File: src/rtl/sn_collector_pkg.sv
// Shared types and default constants for the sn/i counter result collector.
package sn_collector_pkg;

  localparam int SN_WIDTH_DEF = 8;
  localparam int SN_LIMIT_DEF = 70;
  localparam int SN_CYC_W_DEF = 16;

  typedef enum logic [1:0] {
    WAIT_INIT = 2'd0,
    RUN       = 2'd1,
    REPORT    = 2'd2,
    RESTART   = 2'd3
  } sn_collector_state_t;

endpackage

File: src/rtl/sn_collector_sat.sv
// sat_counter: up-counter with synchronous clear and enable that sticks at all-ones.
module sat_counter
  import sn_collector_pkg::*;
#(
  parameter int W = SN_CYC_W_DEF
) (
  input  logic         clk,
  input  logic         rst_n,
  input  logic         clr_i,
  input  logic         en_i,
  output logic [W-1:0] cnt_o
);

  logic [W-1:0] cnt_q;
  logic [W-1:0] cnt_d;

  // Next count: clear wins over enable; hold once all-ones is reached.
  always_comb begin
    cnt_d = cnt_q;
    if (clr_i) begin
      cnt_d = {W{1'b0}};
    end else if (en_i && (cnt_q != {W{1'b1}})) begin
      cnt_d = cnt_q + {{(W-1){1'b0}}, 1'b1};
    end else begin
      cnt_d = cnt_q;
    end
  end

  // Count register.
  always_ff @(posedge clk or negedge rst_n) begin
    if (!rst_n) begin
      cnt_q <= {W{1'b0}};
    end else begin
      cnt_q <= cnt_d;
    end
  end

  assign cnt_o = cnt_q;

endmodule

File: src/rtl/sn_collector.sv
// Collects final sn and run length of the bounded counter, hands it over via valid/ready
// and pulses a counter restart. Optional consistency checker: SN_COLLECTOR_CHECK_EN.
module sn_collector
  import sn_collector_pkg::*;
#(
  parameter int WIDTH = SN_WIDTH_DEF,
  parameter int LIMIT = SN_LIMIT_DEF,
  parameter int CYC_W = SN_CYC_W_DEF
) (
  input  logic             clk,
  input  logic             rst_n,
  input  logic [WIDTH-1:0] sn_i,
  input  logic [WIDTH-1:0] i_i,
  output logic             res_valid_o,
  input  logic             res_ready_i,
  output logic [WIDTH-1:0] res_sn_o,
  output logic [CYC_W-1:0] res_cycles_o,
  output logic             cnt_rst_o,
  output logic             err_o
);

  localparam logic [WIDTH:0] LIMIT_W = (WIDTH + 1)'(LIMIT);

  sn_collector_state_t state_q, state_d;
  logic             res_valid_q, res_valid_d;
  logic [WIDTH-1:0] res_sn_q, res_sn_d;
  logic [CYC_W-1:0] res_cycles_q, res_cycles_d;
  logic             cnt_rst_q, cnt_rst_d;
  logic             cyc_clr_s;
  logic             cyc_en_s;
  logic [CYC_W-1:0] cyc_s;
  logic             init_s;
  logic             done_s;

  assign init_s = (sn_i == {WIDTH{1'b0}}) && (i_i == {{(WIDTH-1){1'b0}}, 1'b1});
  // Widened by one bit so the compare stays unsigned regardless of LIMIT.
  assign done_s = ({1'b0, i_i} > LIMIT_W);

  sat_counter #(
    .W (CYC_W)
  ) u_cyc (
    .clk   (clk),
    .rst_n (rst_n),
    .clr_i (cyc_clr_s),
    .en_i  (cyc_en_s),
    .cnt_o (cyc_s)
  );

  // Next-state, result capture, handshake and restart pulse.
  always_comb begin
    state_d      = state_q;
    res_valid_d  = res_valid_q;
    res_sn_d     = res_sn_q;
    res_cycles_d = res_cycles_q;
    cnt_rst_d    = 1'b0;
    cyc_clr_s    = 1'b0;
    cyc_en_s     = 1'b0;
    case (state_q)
      WAIT_INIT, RESTART: begin
        if (init_s) begin
          state_d   = RUN;
          cyc_clr_s = 1'b1;
        end else begin
          state_d   = state_q;
        end
      end
      RUN: begin
        if (done_s) begin
          res_sn_d     = sn_i;
          res_cycles_d = cyc_s;
          res_valid_d  = 1'b1;
          state_d      = REPORT;
        end else begin
          cyc_en_s     = 1'b1;
        end
      end
      REPORT: begin
        if (res_ready_i) begin
          res_valid_d = 1'b0;
          cnt_rst_d   = 1'b1;
          state_d     = RESTART;
        end else begin
          state_d     = REPORT;
        end
      end
      default: begin
        state_d     = WAIT_INIT;
        res_valid_d = 1'b0;
      end
    endcase
  end

  // State and registered outputs.
  always_ff @(posedge clk or negedge rst_n) begin
    if (!rst_n) begin
      state_q      <= WAIT_INIT;
      res_valid_q  <= 1'b0;
      res_sn_q     <= {WIDTH{1'b0}};
      res_cycles_q <= {CYC_W{1'b0}};
      cnt_rst_q    <= 1'b0;
    end else begin
      state_q      <= state_d;
      res_valid_q  <= res_valid_d;
      res_sn_q     <= res_sn_d;
      res_cycles_q <= res_cycles_d;
      cnt_rst_q    <= cnt_rst_d;
    end
  end

  assign res_valid_o  = res_valid_q;
  assign res_sn_o     = res_sn_q;
  assign res_cycles_o = res_cycles_q;
  assign cnt_rst_o    = cnt_rst_q;

`ifdef SN_COLLECTOR_CHECK_EN
  logic [WIDTH:0] sn_inc_s;
  logic           err_q, err_d;

  assign sn_inc_s = {1'b0, sn_i} + {{WIDTH{1'b0}}, 1'b1};

  // Sticky error: counter must step in lockstep and end exactly at LIMIT.
  always_comb begin
    err_d = err_q;
    if (state_q == RUN) begin
      if (sn_inc_s != {1'b0, i_i}) begin
        err_d = 1'b1;
      end else if (done_s && ({1'b0, sn_i} != LIMIT_W)) begin
        err_d = 1'b1;
      end else begin
        err_d = err_q;
      end
    end else begin
      err_d = err_q;
    end
  end

  // Error flag register.
  always_ff @(posedge clk or negedge rst_n) begin
    if (!rst_n) begin
      err_q <= 1'b0;
    end else begin
      err_q <= err_d;
    end
  end

  assign err_o = err_q;
`else
  assign err_o = 1'b0;
`endif

endmodule

File: config.mk
export PLATFORM = sky130hd
export DESIGN_NAME = sn_collector
export DESIGN_NICKNAME = d
export VERILOG_FILES = /design/src/rtl/sn_collector_pkg.sv /design/src/rtl/sn_collector_sat.sv /design/src/rtl/sn_collector.sv
export SDC_FILE = /design/constraint.sdc
export NUM_CORES = 1
export LEC_CHECK = 0
export CAP_MARGIN = 10
export CORE_ASPECT_RATIO = 0.9
export CORE_MARGIN = 5
export CORE_UTILIZATION = 50
export CTS_CLUSTER_SIZE = 40
export DETAILED_ROUTE_END_ITERATION = 8
export PLACE_DENSITY_LB_ADDON = 0.08
export SLEW_MARGIN = 20
export SYNTH_ARGS = -nofsm -noshare
export SYNTH_HDL_FRONTEND = slang
export SYNTH_SLANG_ARGS = --single-unit
export TNS_END_PERCENT = 50
File: constraint.sdc
create_clock -name clk -period 1.9 [get_ports clk]
set_input_delay 0.38 -clock clk [delete_from_list [all_inputs] [get_ports clk]]
set_output_delay 0.38 -clock clk [all_outputs]
set_load 0.005 [all_outputs]
==> implementation parameters <==
Parameter                              Value

Power and ir drop
  Power density over cell area    568 nW/um^2
  Internal Pwr Total    1300 uW
  Leakage component of the power    0.00132 uW
  Net switching component of the power    339 uW
  Flop pwr share    0.572
  Comb pwr share    0.047
  Clock group share of total power    0.381
  Switching part of the total power    0.207
  Peak VDD IR    0.475 mV
  Total power    1640 uW

Route
  Routed length per instance    16.3 um
  Remaining antenna violation count after routing    0
  Number of optimization iterations in the first detailed-route pass    4
  Routed wire length    4920 um
  Vias after detailed routing    1739
  Detailed router's first-iteration violation count    99
  Via-per-instance ratio    5.76
  DRC viols    0

GRT
  Global-route wire length before repair    8090 um
  Total routing usage reported by global routing    0.182
  Antenna violations before repair    0
  Number of global-route vias before repair    1806
  Remaining global-route overflow    0
  Pin count of the biggest net entering global routing    45

Cells and area
  Area delta synth->final    38.7%
  Layout filler cell count    293
  Combined area of the multi-input logic cells    991 sq um
  ANT cells    0
  Most frequent standard cell in the layout excluding fill and tap cells    dfrtp_1
  Post-Layout Cell Count    302
  Post-route cell area    2890 sq um
  Final core utilization    0.714
  Layout cells sized above 1    0.280
  Most frequent cells in the layout    dfrtp_1 (44), clkdlybuf4s50_1 (39), mux2_2 (23), buf_4 (20), o21ai_0 (13)
  Sequential standard cell area    1100 sq um
  Post-layout net count    276

Synth
  Total standard cell area after synthesis    2080 sq um
  Number of distinct library cells after synthesis    37
  Post-synthesis sequential area ratio    0.528
  Syn Area/Cell    11.0 sq um
  Net Count, Synth    211
  Cell type with the highest aggregate area in the netlist    dfrtp_1
  Main area contributors after synthesis    dfrtp_1 (53%), mux2_2 (12%), a21oi_1 (3.8%)
  Synth warn    0
  FF+latch count, synth    44
  Fraction of synthesized cell area taken by the top area cell type    0.528
  Count of mapped cells out of synthesis    189

Setup path
  Critical path class    register to register
  Stage delay of the slowest cell on the critical path    0.53 ns
  Endpoint required time on the critical path    2.13 ns
  Cells traversed along the worst timing path    buf_4 > and3_4 > nand2b_4 > or4_1 > or3_1 > a21oi_1
  Crit-path max FO    4
  Data arrival time of the worst path    2.08 ns
  Type of origin of the critical path    register
  Endpoint type of the worst setup path    register
  Master of the slowest instance on the critical path    or4_1

Timing
  Final count of pins violating max slew    0
  Max transition margin    0.629
  Pin slew with the least headroom to its limit    0.557 ns
  Post-route minimum period    1.85 ns
  RSZ-0062 raised after global routing    no
  Period utilization    0.974
  Hold Vio Cnt, Final    0
  Clock tree skew after final layout    0.00836 ns
  Fmax    540 MHz
  Total negative slack for setup checks    0 ns
  Setup violators final    0

Clock tree
  Number of buffers on the longest clock path    2
  Post-CTS Hold Buffers    0
  Insertion delay of the later-clocked pin in the worst-skew pair    0.30 ns
  Number of buffers inserted during clock tree synthesis    5
  CTS H-Tree Depth    2
  Num Clock Sinks    44
  Worst-path clk slew    0.08 ns
  Cell at the root of the clock tree    clkbuf_8
  CTS tree    built

Die
  Initial core utilization    0.515
  Horizontal die dimension    78.1 um
  Boundary pin count    46
  Height of the chip    71.3 um
  Floorplan row count    22
  Floorplan die area    5560 sq um
  Core outline area    4050 sq um

Placed design
  Detailed placer's ending HPWL    3590 um
  Port Buffers    44
  Last weighted congestion value of the routability-driven placer    0.807
  Number of instances in the placed design    293
  Cell area after placement    2710 sq um

Status
  Status    finished, final reports clean

Hold path
  Class of the tightest hold or removal check    input port to asynchronous set/reset pin

Run
  Max-cap viol count    0
logic make-up after synthesis:
| group | after synthesis | share of synthesized area |
|---|---|---|
| fa+ha+maj | 3 | 0.0180 |
| buf+inv | 15 | 0.0306 |
| flops | 44 | 0.528 |
| simple gates | 62 | 0.182 |
| mux | 24 | 0.129 |
| other cells | 1 | 0.00180 |
| compound gates | 40 | 0.110 |
layer usage:
metal | vias up | share of wire | global-route usage
met2 | 40 | 0.52 | 0.313
met5 | - | 0 | 0
li1 | 826 | - | -
met3 | 8 | 0.043 | 0.0427
met1 | 865 | 0.42 | 0.223
met4 | 0 | 0.014 | 0.0638
sequential cells by signal, summed over array words and instances (netlist names):
name,cells
res_sn_o,8
res_valid_o,1
u_cyc.cnt_o,16
res_cycles_o,16
cnt_rst_o,1
state_q,2
Yosys cell counts:
master	count
a21o_1	1
o211ai_1	1
nor4_1	5
and3_1	1
a21bo_1	1
or3_1	10
and3_2	1
nand2_2	1
a22o_1	1
nand2_1	10
o21ai_1	1
nand3_1	7
inv_1	6
nand2b_2	1
nand4_4	1
buf_2	3
nor4b_1	1
ha_1	3
a21boi_0	1
or4_1	7
nand4_1	5
clkbuf_1	5
a21oi_1	16
o31ai_1	3
and2_1	3
nand2b_4	1
nor2_1	6
nor2b_1	1
conb_1	1
and4_1	1
o21a_1	1
mux2_2	23
dfrtp_1	44
o21ai_0	13
mux2i_1	1
buf_4	1
o31a_1	1
critical path: cells and delay by family (launching register included):
kind / cells / cell delay, ns
and+or+nand+nor: 4 / 1.14
DFF: 1 / 0.37
buffers and inverters: 1 / 0.13
AOI/OAI and AO/OA: 1 / 0.13
area by class of cell:
type                    count  share of cell area
flip-flops and latches     44               0.381
multi-input cells         131               0.343
repair buffers             66               0.214
clock buffers               7              0.0333
well taps                  48              0.0208
inverters                   6             0.00779
per-stage QoR:
| stage | hold WS [ns] | worst slack, ns |
|---|---|---|
| 2_1_floorplan | 0.0844 | 0.111 |
| 3_3_place_gp | 0.469 | -0.436 |
| 3_5_place_dp | 0.486 | -0.503 |
| 4_1_cts | 0.167 | 0.00193 |
| 5_1_grt | 0.198 | 0.00355 |
| 6_report | 0.146 | 0.0497 |
power by group through the flow:
stage,Sequential [uW],Clock (uW),Combinational (uW)
2_1_floorplan,958,0,9.36
3_3_place_gp,957,0,71.6
3_5_place_dp,958,0,74.5
4_1_cts,939,633,75.8
5_1_grt,939,669,84.3
6_report,939,625,76.8
path summary, 6_finish.rpt:
kind	start	to	slack [ns]	cells after the start
worst max-delay path	u_cyc.cnt_o[0]	u_cyc.cnt_o[13]	0.05	6
worst min-delay path	rst_n	res_cycles_o[7]	0.15	2
worst max register to register	u_cyc.cnt_o[0]	u_cyc.cnt_o[13]	0.05	6
worst min register to register	res_cycles_o[7]	res_cycles_o[7]	0.49	2
max in group asynchronous	rst_n	state_q[0]	1.36	2
min in group clk	res_cycles_o[7]	res_cycles_o[7]	0.49	2
repair_timing:
action                                  4_1_cts  5_1_grt
gates cloned                                  1        0
pin swaps                                     4        5
endpoints found under the setup margin       14       29
resized for setup                            10       10
buffers inserted                              1        0
Power figures use the tool's default switching activity.
==> RTL edit, RTL diff (config.mk and constraints unchanged) <==
Build with the macro `SN_COLLECTOR_CHECK_EN` defined.
--- a/src/rtl/sn_collector.sv
+++ b/src/rtl/sn_collector.sv
@@ -2,2 +2,4 @@
 // and pulses a counter restart. Optional consistency checker: SN_COLLECTOR_CHECK_EN.
+`define SN_COLLECTOR_CHECK_EN
+
 module sn_collector
Check against the original RTL: not equivalent (a bounded check fails within 4 cycles, from zero or initial values and one cycle with rst_n low).
==> RTL edit against the unedited design <==
Area after synthesis grew 13%. Sequential cell count up 1. Wire length up 16%. Cell area grew 18%. Fmax up 0.74%. Non-clock buffer count up 24. Sequential share of layout area shrank 5.1 points. Worst setup slack gained 14 ps. Critical endpoint is now u_cyc.cnt_o[11].
Power is not compared: it rests on default switching activity, and its combinational part moved more than twofold at a synthesized area within 25%.
==> RTL edit: results (changes against the unedited design) <==
Initial antenna violation count -> 0 (unchanged)
Cells after synthesis -> 218 (was 189)
Pin count of the biggest net entering global routing -> 46 (was 45)
Crit path largest cell delay -> 480 ps (was 530 ps)
Router iterations before antenna repair -> 4 (unchanged)
Synth cell types -> 41 (was 37)
Ys async rst share -> 1.00 (unchanged)
Skew-Pair Late Insertion Delay -> 300 ps (about the same)
GRT Total Usage -> 0.200 (was 0.182)
Starting DRT DRC Count -> 54 (was 99)
Syn Nets -> 243 (was 211)
Clk slew on worst S/H paths -> 80 ps (about the same)
Crit path max-delay cell type -> clkdlybuf4s50_1 (was or4_1)
Post-synthesis sequential area ratio -> 0.476 (was 0.528)
DR vias/cell -> 5.22 (was 5.76)
Dominant cells by area after synthesis -> dfrtp_1 48%, mux2_2 9.0%, xnor2_1 7.4% (was dfrtp_1 53%, mux2_2 12%, a21oi_1 3.8%)
DP Area -> 3180 um^2 (was 2710 um^2)
Net Sw Power -> 0.000447 W
IO Port Bufs -> 45 (was 44)
Worst r2r src -> u_cyc.cnt_o[0] (unchanged)
Clk_skew -> 2.78 ps (was 8.36 ps)
Leakage -> 1.53 nW
Min Tclk post-route -> 1840 ps (was 1850 ps)
Vias in the first global route -> 1920 (was 1806)
Worst R2R Path Depth -> 8 (was 6)
Fill count -> 327 (was 293)
Detailed placement HPWL -> 4.15 mm (was 3.59 mm)
Worst vdd ir -> 484 uV
Finished Layout Cells -> 369 (was 302)
DR WL/cell -> 15.5 um (was 16.3 um)
Family with the most delay on the worst path -> buffers and inverters (was simple AND/OR/NAND/NOR gates)
Crit Path Max Fanout -> 8 (was 4)
Antenna fix cells -> 0 (unchanged)
Post-place setup slack -> -545 ps (was -503 ps)
GPL Wtd Cong -> 0.862 (was 0.807)
Post-synth top cells -> 45 x dfrtp_1, 20 x xnor2_1, 19 x mux2_2 (was 44 x dfrtp_1, 23 x mux2_2, 16 x a21oi_1)
H-tree lvl count -> 2 (unchanged)
Worst reg2reg endpoint -> u_cyc.cnt_o[10] (was u_cyc.cnt_o[13])
Fraction of layout instances using a drive strength above 1 -> 0.313 (was 0.280)
First-pass GRT wire length -> 9.38 mm (was 8.09 mm)
WP data arrival -> 2020 ps (was 2080 ps)
Post-Place Cells -> 359 (was 293)
Slew @ Worst Pin -> 552 ps (was 557 ps)
NumNets Final -> 331 (was 276)
Hold slack -> 152 ps (was 146 ps)
Setup slack, reg-to-reg -> 90 ps (was 50 ps)
Hold Crit Class -> input pin to asynchronous set/reset pin (unchanged)
Outcome -> finished, final reports clean (unchanged)
RTL edit: changes by cell type after synthesis, moves of 6 or more:
cell     before  now
xnor2_1       0   20
nand2_1      10   16
or4_1         7    1
or3_1        10    0
a21oi_1      16    6
nor2_1        6   18
RTL edit: kinds of logic (layout without fill, tap and decap cells):
| family | count (synthesis) | after routing | synth area share |
|---|---|---|---|
| AO/OA/AOI/OAI | 30 | 30 | 0.102 |
| XOR/XNOR | 25 | 25 | 0.0926 |
| adder cells (fa/ha/maj) | 6 | 6 | 0.0317 |
| buffers and inverters | 19 | 108 | 0.0339 |
| flip-flops | 45 | 45 | 0.476 |
| multiplexers | 22 | 22 | 0.103 |
| AND/OR/NAND/NOR | 71 | 71 | 0.160 |
RTL edit: final cells by class:
cell class,instances,area [um^2],area share
clock buffers,7,96.3,0.0282
clock inverters,1,5.00,0.00147
multi-input cells,154,1270,0.372
inverters,10,37.5,0.0110
flip-flops and latches,45,1130,0.330
well taps,62,77.6,0.0227
repair buffers,90,798,0.234
RTL edit: worst reg2reg max path, cell delays in order (launching register included):
cell and delay [ps]:
dfrtp_1 380, ha_1 230, nand3_2 110, nor4_4 50, buf_4 140, buf_4 150
a2111oi_2 420, xnor2_1 170, nor2_1 50
RTL edit: power groups by stage:
stage	clock network (W)	logic (W)	registers (W)
2_1_floorplan	0	0.000106	0.00100
3_3_place_gp	0	0.000239	0.00100
3_5_place_dp	0	0.000242	0.00101
4_1_cts	0.000665	0.000249	0.000986
5_1_grt	0.000706	0.000279	0.000988
6_report	0.000643	0.000248	0.000986
RTL edit: metrics by stage:
step           utilization  power, W
6_report             0.755   0.00188
5_1_grt              0.755   0.00197
4_1_cts              0.742   0.00190
3_5_place_dp         0.704   0.00125
3_3_place_gp         0.704   0.00124
2_1_floorplan            -   0.00111
RTL edit: worst max path at each step:
stage                        start         endpoint  depth (start not counted)
floorplan           u_cyc.cnt_o[0]  u_cyc.cnt_o[10]                          7
detailed placement          i_i[3]   u_cyc.cnt_o[8]                          8
finish                      i_i[6]  u_cyc.cnt_o[11]                          8
global route        u_cyc.cnt_o[0]   u_cyc.cnt_o[6]                          8
CTS                         i_i[2]            err_o                          7
global placement            i_i[3]   u_cyc.cnt_o[8]                          8
RTL edit: per-layer routing:
metal,wire length (um),global-route usage,up-vias,share of wire
met5,0,0,-,0
met4,35,0.0436,0,0.0061
met3,219,0.0431,4,0.038
met2,2830,0.315,37,0.50
met1,2630,0.284,941,0.46
li1,-,-,945,-
RTL edit: timing repair:
| action | in CTS | in global routing |
|---|---|---|
| pin swaps | 4 | 3 |
| setup buffers | 0 | 2 |
| endpoints found under the setup margin | 15 | 17 |
| gates resized for setup | 19 | 9 |
| hold endpoints to repair | 0 | 0 |
